`src/rtl/johnson_seq_ctrl_if.sv`:
```
// Handshake bundle between the CSR/control side and the Johnson sequencing controller.
// The controller attaches through the slave modport and the command issuer through the master modport.
interface johnson_seq_ctrl_if #(
   parameter int N     = 4,
   parameter int CNT_W = 8
) ();
   localparam int PW = $clog2(2 * N);

   logic             start;
   logic [CNT_W-1:0] rev_count;
   logic             pause;
   logic             abort;
   logic             busy;
   logic [N-1:0]     ring;
   logic [2*N-1:0]   phase;
   logic [PW-1:0]    phase_idx;
   logic             wrap;
   logic             done;
   logic             err;

   modport master (
      output start, rev_count, pause, abort,
      input  busy, ring, phase, phase_idx, wrap, done, err
   );

   modport slave (
      input  start, rev_count, pause, abort,
      output busy, ring, phase, phase_idx, wrap, done, err
   );
endinterface

```
`src/rtl/johnson_seq_ctrl.sv`:
```
// Runs an N-stage Johnson ring for a commanded number of revolutions with pause/abort,
// decodes it into one-hot phase enables and recovers from illegal ring patterns.
module johnson_seq_ctrl #(
   parameter int N     = 4,
   parameter int CNT_W = 8
) (
   input  logic             clk,
   input  logic             reset,
   johnson_seq_ctrl_if.slave bus
);
   localparam int PW = $clog2(2 * N);
   localparam logic [PW-1:0] LAST_IDX = PW'(2 * N - 1);

   typedef enum logic [1:0] {IDLE, RUN, PAUSE} state_t;

   state_t           state_reg, state_next;
   logic [N-1:0]     ring_reg, ring_next;
   logic [CNT_W-1:0] rem_reg, rem_next;
   logic             free_reg, free_next;
   logic             wrap_reg, wrap_next;
   logic             done_reg, done_next;
   logic             err_reg, err_next;

   logic [N-1:0]     ring_adv;
   logic [2*N-1:0]   phase_w;
   logic [PW-1:0]    idx_w;
   logic             legal_w;

   // Legal ring pattern for phase k: top k ones for k<=N, otherwise bottom 2N-k ones.
   function automatic logic [N-1:0] phase_pattern(input int k);
      logic [N-1:0] p;
      p = '0;
      for (int b = 0; b < N; b++) begin
         if (k <= N) p[N-1-b] = (b < k);
         else        p[b]     = (b < 2 * N - k);
      end
      return p;
   endfunction

   assign ring_adv = {~ring_reg[0], ring_reg[N-1:1]};

   genvar gi;
   generate
      for (gi = 0; gi < 2 * N; gi++) begin : g_phase
         assign phase_w[gi] = (ring_reg == phase_pattern(gi));
      end
   endgenerate

   always_comb begin
      idx_w = '0;
      for (int k = 0; k < 2 * N; k++) begin
         if (phase_w[k]) idx_w = idx_w | PW'(k);
      end
   end

   assign legal_w = |phase_w;

   always_comb begin
      state_next = state_reg;
      ring_next  = ring_reg;
      rem_next   = rem_reg;
      free_next  = free_reg;
      wrap_next  = 1'b0;
      done_next  = 1'b0;
      err_next   = err_reg;

      if (bus.abort) begin
         state_next = IDLE;
         ring_next  = '0;
      end else if (!legal_w) begin
         // Recovery takes one edge and leaves the FSM where it was.
         ring_next = '0;
         err_next  = 1'b1;
      end else begin
         case (state_reg)
            IDLE: begin
               ring_next = '0;
               if (bus.start) begin
                  state_next = RUN;
                  rem_next   = bus.rev_count;
                  free_next  = (bus.rev_count == '0);
                  err_next   = 1'b0;
               end
            end
            RUN, PAUSE: begin
               if (bus.pause) begin
                  state_next = PAUSE;
               end else begin
                  // Releasing pause advances on the same edge it is seen low.
                  state_next = RUN;
                  ring_next  = ring_adv;
                  if (idx_w == LAST_IDX) begin
                     wrap_next = 1'b1;
                     if (!free_reg) begin
                        rem_next = rem_reg - CNT_W'(1);
                        if (rem_reg == CNT_W'(1)) begin
                           state_next = IDLE;
                           done_next  = 1'b1;
                        end
                     end
                  end
               end
            end
            default: begin
               state_next = IDLE;
               ring_next  = '0;
            end
         endcase
      end
   end

   always_ff @(posedge clk) begin
      if (reset) begin
         state_reg <= IDLE;
         ring_reg  <= '0;
         rem_reg   <= '0;
         free_reg  <= 1'b0;
         wrap_reg  <= 1'b0;
         done_reg  <= 1'b0;
         err_reg   <= 1'b0;
      end else begin
         state_reg <= state_next;
         ring_reg  <= ring_next;
         rem_reg   <= rem_next;
         free_reg  <= free_next;
         wrap_reg  <= wrap_next;
         done_reg  <= done_next;
         err_reg   <= err_next;
      end
   end

   assign bus.busy      = (state_reg != IDLE);
   assign bus.ring      = ring_reg;
   assign bus.phase     = phase_w;
   assign bus.phase_idx = idx_w;
   assign bus.wrap      = wrap_reg;
   assign bus.done      = done_reg;
   assign bus.err       = err_reg;
endmodule

```
`src/flat_wrapper.sv`:
```
// flat-port wrapper written by rule: the top's interface ports become plain ports
module johnson_seq_ctrl_flat 
#(
   parameter int N     = 4,
   parameter int CNT_W = 8
)
  (clk, reset, bus_start, bus_rev_count, bus_pause, bus_abort, bus_busy, bus_ring, bus_phase, bus_phase_idx, bus_wrap, bus_done, bus_err);
  johnson_seq_ctrl_if #(.N(N), .CNT_W(CNT_W)) bus_i ();
  input  logic clk;
  input  logic reset;
  input wire logic [$bits(bus_i.start)-1:0] bus_start;
  input wire logic [$bits(bus_i.rev_count)-1:0] bus_rev_count;
  input wire logic [$bits(bus_i.pause)-1:0] bus_pause;
  input wire logic [$bits(bus_i.abort)-1:0] bus_abort;
  output wire logic [$bits(bus_i.busy)-1:0] bus_busy;
  output wire logic [$bits(bus_i.ring)-1:0] bus_ring;
  output wire logic [$bits(bus_i.phase)-1:0] bus_phase;
  output wire logic [$bits(bus_i.phase_idx)-1:0] bus_phase_idx;
  output wire logic [$bits(bus_i.wrap)-1:0] bus_wrap;
  output wire logic [$bits(bus_i.done)-1:0] bus_done;
  output wire logic [$bits(bus_i.err)-1:0] bus_err;
  assign bus_i.start = bus_start;
  assign bus_i.rev_count = bus_rev_count;
  assign bus_i.pause = bus_pause;
  assign bus_i.abort = bus_abort;
  assign bus_busy = bus_i.busy;
  assign bus_ring = bus_i.ring;
  assign bus_phase = bus_i.phase;
  assign bus_phase_idx = bus_i.phase_idx;
  assign bus_wrap = bus_i.wrap;
  assign bus_done = bus_i.done;
  assign bus_err = bus_i.err;
  johnson_seq_ctrl #(.N(N), .CNT_W(CNT_W)) u_core (.clk(clk), .reset(reset), .bus(bus_i));
endmodule
```
`config.mk`:
```
export PLATFORM = sky130hd
export DESIGN_NAME = johnson_seq_ctrl_flat
export DESIGN_NICKNAME = d
export VERILOG_FILES = /design/src/rtl/johnson_seq_ctrl_if.sv /design/src/rtl/johnson_seq_ctrl.sv /design/src/flat_wrapper.sv
export SDC_FILE = /design/constraint.sdc
export NUM_CORES = 1
export LEC_CHECK = 0
export BUFFER_PORTS_ARGS = -buffer_cell sky130_fd_sc_hd__buf_2
export CORE_UTILIZATION = 40
export CTS_BUF_LIST = sky130_fd_sc_hd__clkbuf_2
export CTS_CLUSTER_SIZE = 14
export DETAILED_ROUTE_END_ITERATION = 8
export PLACE_DENSITY = 0.63
export SLEW_MARGIN = 5
export SYNTH_ARGS = -nofsm -noshare
export SYNTH_HDL_FRONTEND = slang
export SYNTH_SLANG_ARGS = --single-unit
```
`constraint.sdc`:
```
create_clock -name clk -period 2.8 [get_ports clk]
set_clock_uncertainty 0.2 [all_clocks]
set_input_delay 0.28 -clock clk [delete_from_list [all_inputs] [get_ports clk]]
set_output_delay 0.28 -clock clk [all_outputs]
set_load 0.02 [all_outputs]
```
== After elaboration in Yosys (flattened, before gate mapping) ==
Index checks and enable logic that the tools add are counted.

* Register bits after elaboration: 18
* Logic and storage cells: 68

* Multiplexer cells: 23
* Equality and inequality tests: 17
* Bitwise gates (word level): 5
* $add $sub $neg: 1
* Reduce and logical (&&, ||, !) cells: 15

{| class="wikitable"
|+ Operators with widths
! cell !! number
|-
| 8-bit 2-to-1 mux || 4
|-
| 4-bit equality test (second input constant) || 4
|-
| 8-bit case mux with 2 select lines || 1
|-
| 2-bit 2-to-1 mux || 6
|-
| 3-bit 2-to-1 mux || 4
|-
| 2-bit != test (second input constant) || 5
|-
| 8-bit by 1-bit equality test with 1-bit output (second input constant) || 1
|-
| 8-bit zero test || 1
|-
| 8-bit OR reduction || 1
|-
| 8-bit by 1-bit subtractor with 8-bit output (second input constant) || 1
|-
| 1-bit 2-to-1 mux || 7
|-
| 7-bit AND reduction || 1
|-
| 7-bit OR reduction || 1
|-
| 1-bit NOT || 5
|-
| 5-bit OR reduction || 1
|-
| 4-bit by 1-bit equality test with 1-bit output (second input constant) || 1
|-
| 4-bit by 2-bit equality test with 1-bit output (second input constant) || 1
|-
| 4-bit by 3-bit equality test with 1-bit output (second input constant) || 1
|-
| 4-bit zero test || 1
|-
| 2-bit case mux with 2 select lines || 1
|-
| 4-bit AND reduction || 1
|-
| 2-bit nonzero test || 2
|-
| 2-bit OR reduction || 2
|-
| 4-bit OR reduction || 1
|-
| other kinds (7) || 7
|}

== Longest topological paths before layout ==
* Depth in word-level cells: 12
* Depth in mapped cells: 8
* Gate-level depth less buffers: 7

== Least setup slack after synthesis ==
No wires, ideal clock.

* Kind: reg2reg
* Start: reg u_core.ring_reg[0] (netlist: u_core.bus.ring[0])
* End: reg u_core.rem_reg[0]
* Stages on the path, launching flop included: 7
* Arrival: 2.005 ns
* Clock period less this slack: 2.275 ns
* Slack: 0.525 ns
* Path through: dfxtp_1 > buf_4 > or4b_4 > o32ai_4 > nand4b_4 > or3_1 > a21oi_1

* Cells in the longest elaborated chain, start to end: 11
* Elaborated cells on any way between the ends: 19

{| class="wikitable"
|+ RTL lines
! what !! RTL line !! source
|-
| start: declaration || johnson_seq_ctrl.sv:17 || <nowiki>logic [N-1:0] ring_reg, ring_next;</nowiki>
|-
| start signal: assignment || johnson_seq_ctrl.sv:123 || <nowiki>ring_reg <= ring_next;</nowiki>
|-
| 4-bit equality test || johnson_seq_ctrl.sv:45 || <nowiki>assign phase_w[gi] = (ring_reg == phase_pattern(gi));</nowiki>
|-
| 1-bit 2-to-1 mux || johnson_seq_ctrl.sv:52 || <nowiki>if (phase_w[k]) idx_w = idx_w | PW'(k);</nowiki>
|-
| 2-bit 2-to-1 mux (2 in a row) || johnson_seq_ctrl.sv:52 ||
|-
| 3-bit 2-to-1 mux (4 in a row) || johnson_seq_ctrl.sv:52 ||
|-
| 3-bit equality test || johnson_seq_ctrl.sv:92 || <nowiki>if (idx_w == LAST_IDX) begin</nowiki>
|-
| 2-bit by 1-bit != test with 1-bit output (no source line) || - ||
|-
| 7-bit AND reduction (no source line) * || - ||
|-
| end signal: assignment || johnson_seq_ctrl.sv:124 || <nowiki>rem_reg <= rem_next;</nowiki>
|-
| end: declaration || johnson_seq_ctrl.sv:18 || <nowiki>logic [CNT_W-1:0] rem_reg, rem_next;</nowiki>
|}

Mark *: on every way between the ends. The rest lies on a longest branch, timed or not.
A chain may end at the register's enable or synchronous reset.

== Final worst setup path ==
Ends and elaborated chain as after synthesis.

==> run_results.csv <==
group,metric,value,unit
run_status,status,"completed",
floorplan,fp.dieArea,3210,um^2
layout,diodes,0,
floorplan,rows,19,
pwr,p_int,0.000352,W
timing,worstMarginPinSlew,0.734,ns
logic_synthesis,yosys_warnings,0,
worst_setup_path,crit_cells,5,
global_routing,grt_pass1_wl,4330,um
worst_setup_path,cp_num_buf_inv,0,
drt,ant_nets,0,
timing,fin_setup_tns,0,ns
clock_tree,clk_latency,0.31,ns
worst_setup_path,r2r_start,"u_core.bus.ring[0]",
layout,largest_register_ffs,8,
logic_synthesis,syn-num-nets,165,
timing,max_freq,0.406,GHz
logic_synthesis,synth-main-ff-cell,"dfxtp_1",
clock_tree,clock-root-buffer,"clkbuf_2",
timing,rsz0062_at_grt,"false",
timing,hold_slack,0.0227,ns
timing,hold_viol,0,
drt,vias,1106,
worst_setup_path,crit_family,"simple AND/OR/NAND/NOR gates",
placement,dp_hpwl,2040,um
clock_tree,clk_pin_slew,0.18,ns
worst_setup_path,r2r_slack,0.34,ns
timing,period_minus_slack,2.46,ns
clock_tree,numCtsBuffers,3,
pwr,p_comb_frac,0.246,
timing,maxSlewHeadroom,0.506,
floorplan,initial_utilization,0.430,
drt,drt-initial-drc-count,24,
worst_setup_path,start_kind,"register",
drt,dr.pass1.iters,4,
pwr,p_per_area,377,nW/um^2
global_routing,grt.total_usage,0.171,
global_routing,antenna_found_initial,0,
floorplan,dieWidth,56.7,um
global_routing,grt_max_degree,21,
worst_setup_path,endpoint_kind,"register",
worst_setup_path,worstPathRequired,2.84,ns
drt,drc,0,
layout,fin_nets,192,
logic_synthesis,syn_area,1190,um^2
worst_setup_path,path_max_fanout,16,
pwr,pwr-share-seq,0.538,
logic_synthesis,synth_cell_types,41,
placement,place.port_buffers,31,
logic_synthesis,synth_area_leaders,"dfxtp_1, mux2i_1, nor2_1",
clock_tree,cts_hold_buf,0,
layout,final_common_cell,"buf_2",
clock_tree,cts_resized,0,
run,drv_cap,0,
pwr,clock_power_share,0.216,
drt,via_per_inst,5.40,
worst_setup_path,cp_data_arrival_time,2.51,ns
logic_synthesis,yosysTopAreaCell,"dfxtp_1",
worst_hold_path,hold_class,"in -> reg",
worst_setup_path,path_cells,"or4b_4 -> o32ai_4 -> nand4b_4 -> or3_1 -> a21oi_1",
clock_tree,cts.htree.levels,1,
timing,slew_violations,0,
logic_synthesis,syn_inst,148,
logic_synthesis,async_reset_ff_frac,0,
clock_tree,clock-sinks,18,
floorplan,core_region_area,2780,um^2
drt,wire_per_inst,13.0,um
layout,drive_gt1_frac,0.241,
worst_setup_path,r2r_cells,5,
logic_synthesis,synth-seq-cells,18,
timing,timing.final.crit_share,0.880,
layout,fin_util,0.491,
logic_synthesis,synth_edf_count,0,
layout,area_delta_synth_final,14.2,%
worst_setup_path,crit_type,"reg -> reg",
worst_setup_path,slowest_delay,0.55,ns
worst_hold_path,hold_start,"bus_abort",
worst_setup_path,r2r-end,"u_core.rem_reg[0]",
worst_hold_path,whs_endpoint,"u_core.bus.wrap",
logic_synthesis,yosysSeqAreaShare,0.302,
timing,report.final.setup_viol,0,
clock_tree,cts_setup_buffers,0,
pwr,p_switching,0.000162,W
logic_synthesis,avgSynthCellArea,8.07,um^2
clock_tree,cts.path.max_buffers,2,
placement,routabilityCongestion,0.769,
worst_hold_path,hold_depth,2,
pwr,p_leak,0.608,nW
drt,wl,2660,um
clock_tree,cts_tree,"done",
logic_synthesis,yosysTopAreaCellShare,0.302,
floorplan,io_pins,32,
worst_setup_path,critPathSlowestCell,"dfxtp_1",
pwr,max-vdd-ir-drop,0.257,mV
global_routing,grt_pass1_vias,974,
global_routing,grt-ovfl-total,0,
pwr,netSwitchingFraction,0.315,
floorplan,die_h,56.7,um
layout,final_cell_mix,"buf_2, nor2_1, dfxtp_1",
-- cells in the mapped netlist, types with 3 or more instances --
| master | instances |
|---|---|
| a21oi_1 | 9 |
| buf_4 | 4 |
| clkbuf_1 | 5 |
| dfxtp_1 | 18 |
| ha_1 | 4 |
| inv_1 | 8 |
| mux2i_1 | 9 |
| nand2_1 | 8 |
| nand2b_1 | 6 |
| nand3_1 | 4 |
| nor2_1 | 20 |
| nor2b_1 | 4 |
| nor3_1 | 3 |
| nor3b_1 | 4 |
| nor4_1 | 4 |
| o21ai_0 | 5 |
| o32ai_1 | 3 |
-- routing by layer --
metal / up-vias / routed length, um / GRT usage
met3: 2 / 100 / 0.0484
met4: 0 / 17 / 0.0314
met1: 515 / 1320 / 0.227
met5: - / 0 / 0
li1: 571 / - / -
met2: 18 / 1230 / 0.279
-- worst reg2reg max path: stages (launching register included) --
cell	delay, ns
dfxtp_1	0.55
or4b_4	0.54
o32ai_4	0.31
nand4b_4	0.26
or3_1	0.41
a21oi_1	0.14
-- worst max path at each step --
stage | start | to | slack [ns]
floorplan | u_core.bus.ring[0] | u_core.rem_reg[0] | 0.52
global placement | u_core.bus.ring[0] | u_core.rem_reg[0] | 0.47
detailed placement | u_core.bus.ring[0] | u_core.rem_reg[0] | 0.41
CTS | u_core.bus.ring[0] | u_core.rem_reg[0] | 0.34
global route | u_core.bus.ring[0] | u_core.rem_reg[0] | 0.20
finish | u_core.bus.ring[0] | u_core.rem_reg[0] | 0.34
-- per-stage QoR --
step,cells,cell area (um^2),setup WS [ns],power [W]
after floorplan,148,1190,0.525,0.000375
after global placement,201,1350,0.471,0.000403
after detailed placement,201,1350,0.406,0.000408
after CTS,205,1370,0.335,0.000520
after global routing,205,1370,0.201,0.000547
final,205,1370,0.335,0.000514
-- power by group through the flow --
stage / clock network, W / registers (W) / logic (W)
finish: 0.000111 / 0.000277 / 0.000126
global route: 0.000128 / 0.000279 / 0.000140
CTS: 0.000117 / 0.000277 / 0.000127
detailed placement: 0 / 0.000282 / 0.000125
global placement: 0 / 0.000282 / 0.000121
floorplan: 0 / 0.000280 / 0.0000954
-- cell families (layout without fill, tap and decap cells) --
| family | count (synthesis) | in the layout | share of synthesized area |
|---|---|---|---|
| fa+ha+maj | 4 | 4 | 0.0419 |
| xor+xnor | 2 | 2 | 0.0147 |
| flops | 18 | 18 | 0.302 |
| simple gates | 68 | 68 | 0.326 |
| buf+inv | 19 | 45 | 0.0733 |
| mux | 9 | 9 | 0.0754 |
| compound gates | 28 | 28 | 0.168 |
-- layout make-up --
type,instances,area [um^2]
clock buffer,3,15.0
fill,280,1420
multi-input combinational,111,747
timing repair buffer,33,170
clock inverter,1,3.75
tap,31,38.8
sequential,18,360
inverter,8,30.0
Power figures use the tool's default switching activity.
